<file path="config.mk">
export PLATFORM = sky130hd
export DESIGN_NAME = sdram_ring_fifo
export DESIGN_NICKNAME = d
export VERILOG_FILES = /design/src/rtl/sdram_ring_fifo.sv
export SDC_FILE = /design/constraint.sdc
export NUM_CORES = 2
export LEC_CHECK = 0
export CELL_PAD_IN_SITES_DETAIL_PLACEMENT = 1
export CELL_PAD_IN_SITES_GLOBAL_PLACEMENT = 1
export CORE_UTILIZATION = 50
export CTS_CLUSTER_SIZE = 30
export DETAILED_ROUTE_END_ITERATION = 6
export GPL_ROUTABILITY_DRIVEN = 0
export MAX_ROUTING_LAYER = met4
export PLACE_DENSITY_LB_ADDON = 0.1
export RECOVER_POWER = 50
export SLEW_MARGIN = 0
export SYNTH_ARGS = -nofsm -noshare
export SYNTH_HDL_FRONTEND = slang
export SYNTH_SLANG_ARGS = --single-unit
</file>
<file path="constraint.sdc">
create_clock -name clk -period 3.1 [get_ports clk]
set_input_delay 0.465 -clock clk [delete_from_list [all_inputs] [get_ports clk]]
set_output_delay 0.465 -clock clk [all_outputs]
set_load 0.05 [all_outputs]
</file>
<file path="src/rtl/sdram_ring_fifo.sv">
// SDRAM-backed word FIFO: buffers a capture stream, moves fixed-length bursts
// through a ring in SDRAM, and replays them in order to the host stream.
module sdram_ring_fifo #(
    parameter int unsigned DQ_WIDTH  = 16,
    parameter int unsigned BURST_LEN = 32,
    parameter int unsigned RING_AW   = 24,
    parameter int unsigned BASE_ADDR = 0,
    parameter int unsigned IN_AW     = 6,
    parameter int unsigned OUT_AW    = 6
) (
    input  logic                clk,
    input  logic                rst_n,
    input  logic [DQ_WIDTH-1:0] in_data,
    input  logic                in_valid,
    output logic                in_ready,
    output logic [DQ_WIDTH-1:0] out_data,
    output logic                out_valid,
    input  logic                out_ready,
    input  logic                ovf_clr,
    output logic                overflow,
    output logic [RING_AW:0]    level,
    output logic                app_req,
    input  logic                app_req_ack,
    output logic                app_wr,
    output logic [7:0]          app_req_len,
    output logic [31:0]         app_req_addr,
    output logic [DQ_WIDTH-1:0] app_wr_data,
    input  logic                app_wr_next_req,
    input  logic [DQ_WIDTH-1:0] app_rd_data,
    input  logic                app_rd_ready
);
    localparam int unsigned IN_DEPTH  = 1 << IN_AW;
    localparam int unsigned OUT_DEPTH = 1 << OUT_AW;
    localparam int unsigned ICW       = IN_AW + 1;
    localparam int unsigned OCW       = OUT_AW + 1;
    localparam int unsigned PW        = RING_AW + 1;
    localparam logic [PW-1:0] BURST_P  = PW'(BURST_LEN);
    localparam logic [PW-1:0] WR_LIMIT = PW'((64'(1) << RING_AW) - 64'(BURST_LEN));

    typedef enum logic [1:0] {IDLE, REQ, WR_XFER, RD_XFER} state_t;

    state_t state, state_d;

    // Input FIFO
    logic [DQ_WIDTH-1:0] in_mem [IN_DEPTH];
    logic [IN_AW-1:0]    in_wr_idx, in_rd_idx;
    logic [ICW-1:0]      in_cnt, in_cnt_d;
    logic                in_push, in_pop;

    assign in_push     = in_valid && in_ready;
    assign in_pop      = (state == WR_XFER) && app_wr_next_req;
    assign in_cnt_d    = in_cnt + ICW'(in_push) - ICW'(in_pop);
    assign app_wr_data = in_mem[in_rd_idx];

    always_ff @(posedge clk) begin
        if (in_push) in_mem[in_wr_idx] <= in_data;
    end

    always_ff @(posedge clk or negedge rst_n) begin
        if (!rst_n) begin
            in_wr_idx <= '0;
            in_rd_idx <= '0;
            in_cnt    <= '0;
            in_ready  <= 1'b0;
            overflow  <= 1'b0;
        end else begin
            if (in_push) in_wr_idx <= in_wr_idx + IN_AW'(1);
            if (in_pop)  in_rd_idx <= in_rd_idx + IN_AW'(1);
            in_cnt   <= in_cnt_d;
            in_ready <= (in_cnt_d != ICW'(IN_DEPTH));
            if (in_valid && !in_ready) overflow <= 1'b1;
            else if (ovf_clr)          overflow <= 1'b0;
        end
    end

    // Output FIFO
    logic [DQ_WIDTH-1:0] out_mem [OUT_DEPTH];
    logic [OUT_AW-1:0]   out_wr_idx, out_rd_idx;
    logic [OCW-1:0]      out_cnt, out_cnt_d;
    logic                out_push, out_pop;

    assign out_push  = (state == RD_XFER) && app_rd_ready;
    assign out_pop   = out_valid && out_ready;
    assign out_cnt_d = out_cnt + OCW'(out_push) - OCW'(out_pop);
    assign out_data  = out_mem[out_rd_idx];

    always_ff @(posedge clk) begin
        if (out_push) out_mem[out_wr_idx] <= app_rd_data;
    end

    always_ff @(posedge clk or negedge rst_n) begin
        if (!rst_n) begin
            out_wr_idx <= '0;
            out_rd_idx <= '0;
            out_cnt    <= '0;
            out_valid  <= 1'b0;
        end else begin
            if (out_push) out_wr_idx <= out_wr_idx + OUT_AW'(1);
            if (out_pop)  out_rd_idx <= out_rd_idx + OUT_AW'(1);
            out_cnt   <= out_cnt_d;
            out_valid <= (out_cnt_d != '0);
        end
    end

    // Ring pointers, arbitration and controller handshake
    logic [PW-1:0] wr_ptr, rd_ptr, wr_ptr_d, rd_ptr_d;
    logic [31:0]   app_req_addr_d;
    logic          app_req_d, app_wr_d, last_rd, last_rd_d;
    logic          wr_next_q, rd_ready_q;
    logic          wr_elig, rd_elig;

    function automatic logic [31:0] ring_addr(input logic [PW-1:0] p);
        return 32'(BASE_ADDR) + 32'(p[RING_AW-1:0]);
    endfunction

    assign app_req_len = 8'(BURST_LEN - 1);
    assign wr_elig     = (in_cnt >= ICW'(BURST_LEN)) && (level <= WR_LIMIT);
    assign rd_elig     = (level >= BURST_P) && (out_cnt <= OCW'(OUT_DEPTH - BURST_LEN));

    always_comb begin
        state_d        = state;
        app_req_d      = app_req;
        app_wr_d       = app_wr;
        app_req_addr_d = app_req_addr;
        wr_ptr_d       = wr_ptr;
        rd_ptr_d       = rd_ptr;
        last_rd_d      = last_rd;
        case (state)
            IDLE: begin
                // On contention, alternate against the last completed direction
                if (wr_elig && (!rd_elig || last_rd)) begin
                    app_wr_d       = 1'b0;
                    app_req_addr_d = ring_addr(wr_ptr);
                    app_req_d      = 1'b1;
                    state_d        = REQ;
                end else if (rd_elig) begin
                    app_wr_d       = 1'b1;
                    app_req_addr_d = ring_addr(rd_ptr);
                    app_req_d      = 1'b1;
                    state_d        = REQ;
                end
            end
            REQ: begin
                if (app_req_ack) begin
                    app_req_d = 1'b0;
                    state_d   = app_wr ? RD_XFER : WR_XFER;
                end
            end
            WR_XFER: begin
                if (wr_next_q && !app_wr_next_req) begin
                    wr_ptr_d  = wr_ptr + BURST_P;
                    last_rd_d = 1'b0;
                    state_d   = IDLE;
                end
            end
            RD_XFER: begin
                if (rd_ready_q && !app_rd_ready) begin
                    rd_ptr_d  = rd_ptr + BURST_P;
                    last_rd_d = 1'b1;
                    state_d   = IDLE;
                end
            end
            default: state_d = IDLE;
        endcase
    end

    always_ff @(posedge clk or negedge rst_n) begin
        if (!rst_n) begin
            state        <= IDLE;
            app_req      <= 1'b0;
            app_wr       <= 1'b1;
            app_req_addr <= 32'(BASE_ADDR);
            wr_ptr       <= '0;
            rd_ptr       <= '0;
            level        <= '0;
            last_rd      <= 1'b1;
            wr_next_q    <= 1'b0;
            rd_ready_q   <= 1'b0;
        end else begin
            state        <= state_d;
            app_req      <= app_req_d;
            app_wr       <= app_wr_d;
            app_req_addr <= app_req_addr_d;
            wr_ptr       <= wr_ptr_d;
            rd_ptr       <= rd_ptr_d;
            level        <= wr_ptr_d - rd_ptr_d;
            last_rd      <= last_rd_d;
            wr_next_q    <= app_wr_next_req;
            rd_ready_q   <= app_rd_ready;
        end
    end
endmodule
</file>
==> impl_results.md <==
- WP data required: approximately 2.6 ns
- Period utilization: 130.3%
- Multi-input gate area: ~20000 µm²
- Worst-margin pin slew: between 2 and 3 ns
- Status: finished, violations left
- Unique masters post-synth: 62
- Grt total ovfl: 0
- Final worst setup slack: -0.9406 ns
- DRT Pass-1 Iters: 5
- Post-synth ARST share: 5.839%
- Layout area overhead: 21.77%
- Post-synth EDFFs: around 2000
- Clk sink count: around 2200
- Failing checks: max-capacitance violations, max-slew violations, negative setup slack
- Vias in the first global route: approximately 44000
- Post-DP Area: around 94000 µm²
- P_leak: roughly 0.034 µW
- Port Buffers: 115
- Final #Nets: around 4600
- Core Util, Final: 61.63%
- Vias per inst: ~6.0
- Seq/Total Area, Yosys: between 70% and 80%
- Worst-Skew Late Latency: around 0.85 ns
- Worst clock skew: roughly 0.029 ns
- # fillers: approximately 14000
- Clk Tree Root Cell: clkbuf_16
- # H-tree levels: 4
- Crit end category: output port
- Hold depth: 1
- Arrival time at the worst endpoint: 3.58 ns
- Mapped Area: between 80000 and 90000 µm²
- Share of cells above drive strength 1: around two fifths
- Fin. Hold Viols: 0
- # DRC: 0
- Commonest cells after routing, fill and taps aside: 2048 x edfxtp_1, 640 x mux4_2, 283 x buf_4
- Initial antenna violation count: 1
- Clk buf depth: 3
- Minimum clock period: 4.041 ns
- Type of the tightest min-delay check: input port to flop
- Synth Instances: about 3800
- Power Dens Cells: ~900 nW/µm²
- Commonest non-fill, non-tap cell in the layout: edfxtp_1
- DRT iter0 DRCs: between 3000 and 4000
- Setup TNS: -28.80 ns
- CTS tree: built
- Largest net degree at the start of global routing: 65
- WS Path Type: flop to output port
- Final setup violation count: 43
- Die Y: between 400 and 500 µm
- Aggregate global-route resource usage: a little over a quarter
- Worst IR Drop VDD: roughly 1100 µV
- Vias after detailed routing: roughly 41000
- Pins Over Slew Limit: between 1000 and 1500
- Maximum clock rate: around 250 MHz
- #FFs+latches synth: between 2000 and 2500
- Synthesized area per cell: between 20 and 25 µm²
- Cell area after layout: approximately 100000 µm²
- Peak fanout along the critical path: 5
- MaxCap Viol Count: 28
- Startpoint Class: flop
- Initial Utilization: approximately half
- Synth Warn #: 0
- RSZ-0062 raised after global routing: yes
- First-pass GRT wire length: between 300000 and 400000 µm
- TritonCTS buffer count: between 200 and 250
- Headroom to the max-slew limit: -94.42%
- Register area: ~65000 µm²
- Antenna-violating nets left: 0
- Main synth FF type: edfxtp_1
- Cell Rows: 150
- Io pins: approximately 140
- Area of the core: around 170000 µm²
- Clock transition at path regs: approximately 0.06 ns
- Reg2reg path depth: 14
- Die X: ~410 µm
- Post-Route WL: about 220000 µm
- DR WL/cell: 31.34 µm
- Dpl hpwl: 131100 µm
- Die ar.: approximately 170000 µm²
[power breakdown]
group          switching (µW)  internal, µW  leakage, µW
Combinational           16400         16300       0.0106
Sequential                868         33300       0.0200
Clock                   11100         14400      0.00336
Total                   28400         64000       0.0340
[layout make-up]
cell class / instances / area share [%]
clock inverter: 141 / 1.206
multi-input combinational: 1382 / 19.65
antenna: 1 / 0.002417
inverter: 55 / 0.1994
timing repair buffer: 721 / 8.326
sequential: 2175 / 62.51
clock buffer: 267 / 5.447
tap: 2204 / 2.664
[per-stage QoR]
step | instances | total power (µW) | worst slack, ns | hold slack, ns
floorplan | 3826 | 52310 | 0.05218 | 0.1694
global placement | 6430 | 63200 | -0.6970 | 0.4523
detailed placement | 6430 | 63520 | -0.7718 | 0.4574
CTS | 6901 | 92460 | -0.9904 | 0.05703
global route | 6945 | 95460 | -1.025 | 0.2610
finish | 6946 | 92410 | -0.9406 | 0.2993
[metal layers]
metal	track usage (%)	vias up	share of wire, %
met5	-	-	0
met4	7.662	0	2.9
met3	3.085	305	4.2
met2	45.83	1117	54
met1	32.09	22660	39
li1	-	17376	-
[synthesized netlist by cell type (3+ instances only)]
master / count / share of area [%]
a211o_1: 3 / 0.031
a21o_1: 14 / 0.12
a21oi_1: 18 / 0.11
a22oi_1: 54 / 0.48
and2_1: 7 / 0.052
and3_1: 14 / 0.10
and4_1: 5 / 0.052
buf_1: 26 / 0.11
buf_2: 28 / 0.16
buf_4: 35 / 0.31
buf_6: 29 / 0.38
clkbuf_1: 95 / 0.42
dfrtp_1: 125 / 3.7
edfxtp_1: 2048 / 72
fa_1: 3 / 0.071
ha_1: 43 / 0.63
inv_1: 55 / 0.24
mux2_2: 8 / 0.11
mux2i_1: 25 / 0.29
mux4_2: 640 / 17
nand2_1: 119 / 0.53
nand3_1: 24 / 0.14
nand3b_1: 8 / 0.071
nand4_1: 14 / 0.10
nor2_1: 160 / 0.71
nor2b_1: 15 / 0.11
nor3_1: 8 / 0.047
nor4_1: 6 / 0.044
o21a_1: 5 / 0.044
o21ai_0: 37 / 0.22
o21ai_1: 5 / 0.029
o22ai_1: 3 / 0.022
or2_2: 3 / 0.022
or3_1: 3 / 0.022
or3b_2: 4 / 0.041
xnor2_1: 62 / 0.64
xor2_1: 22 / 0.23
[state kept, by name (all words and copies together), names as in the netlist, 2 cells and up]
| register | flops |
|---|---|
| rd_ptr | 20 |
| in_wr_idx | 6 |
| level | 20 |
| app_req_addr | 19 |
| state | 2 |
| out_rd_idx | 6 |
| in_mem | 1024 |
| out_wr_idx | 6 |
| out_cnt | 7 |
| out_mem | 1024 |
| in_rd_idx | 6 |
| in_cnt | 7 |
| wr_ptr | 20 |
[critical path: stages (launching register included)]
cell     delay, ns
dfrtp_4       0.51
buf_12        0.16
buf_12        0.14
buf_12        0.13
buf_6         0.11
mux4_2        0.44
mux4_2        0.57
a22oi_2       0.23
buf_6         0.18
nand2_8       0.07
buf_8         0.16
[path summary, 6_finish.rpt]
check / endpoint / slack, ns / start
setup / recovery: app_wr_data[6] / -0.94 / in_rd_idx[0]$_DFFE_PN0P_
hold / removal: wr_next_q$_DFF_PN0_ / 0.30 / app_wr_next_req
setup reg to reg: level[24]$_DFF_PN0_ / -0.23 / state[0]$_DFFE_PN0P_
hold reg to reg: last_rd$_DFFE_PN1P_ / 0.47 / last_rd$_DFFE_PN1P_
max in group asynchronous: out_rd_idx[3]$_DFFE_PN0P_ / 0.67 / rst_n
min in group asynchronous: app_req_addr[18]$_DFFE_PN0P_ / 0.48 / rst_n
[kinds of logic after synthesis]
kind of cell | share of synthesized area, %
and+or+nand+nor | 2.146
other | 0.008833
xor gates and xnor gates | 0.8653
DFF | 76.07
adders and majority gates | 0.7034
muxes | 17.35
buffers and inverters | 1.641
AOI/OAI and AO/OA | 1.208
[repair_timing]
| item | 4_1_cts | 5_1_grt |
|---|---|---|
| hold endpoints to repair | 57 | 0 |
| endpoints found under the setup margin | 44 | 44 |
| pin swaps | 40 | 76 |
| resized for setup | 239 | 134 |
| gates cloned | 18 | 7 |
| hold buffers | 2 | 0 |
| setup buffers | 44 | 41 |
(Power assumes the default switching activity.)
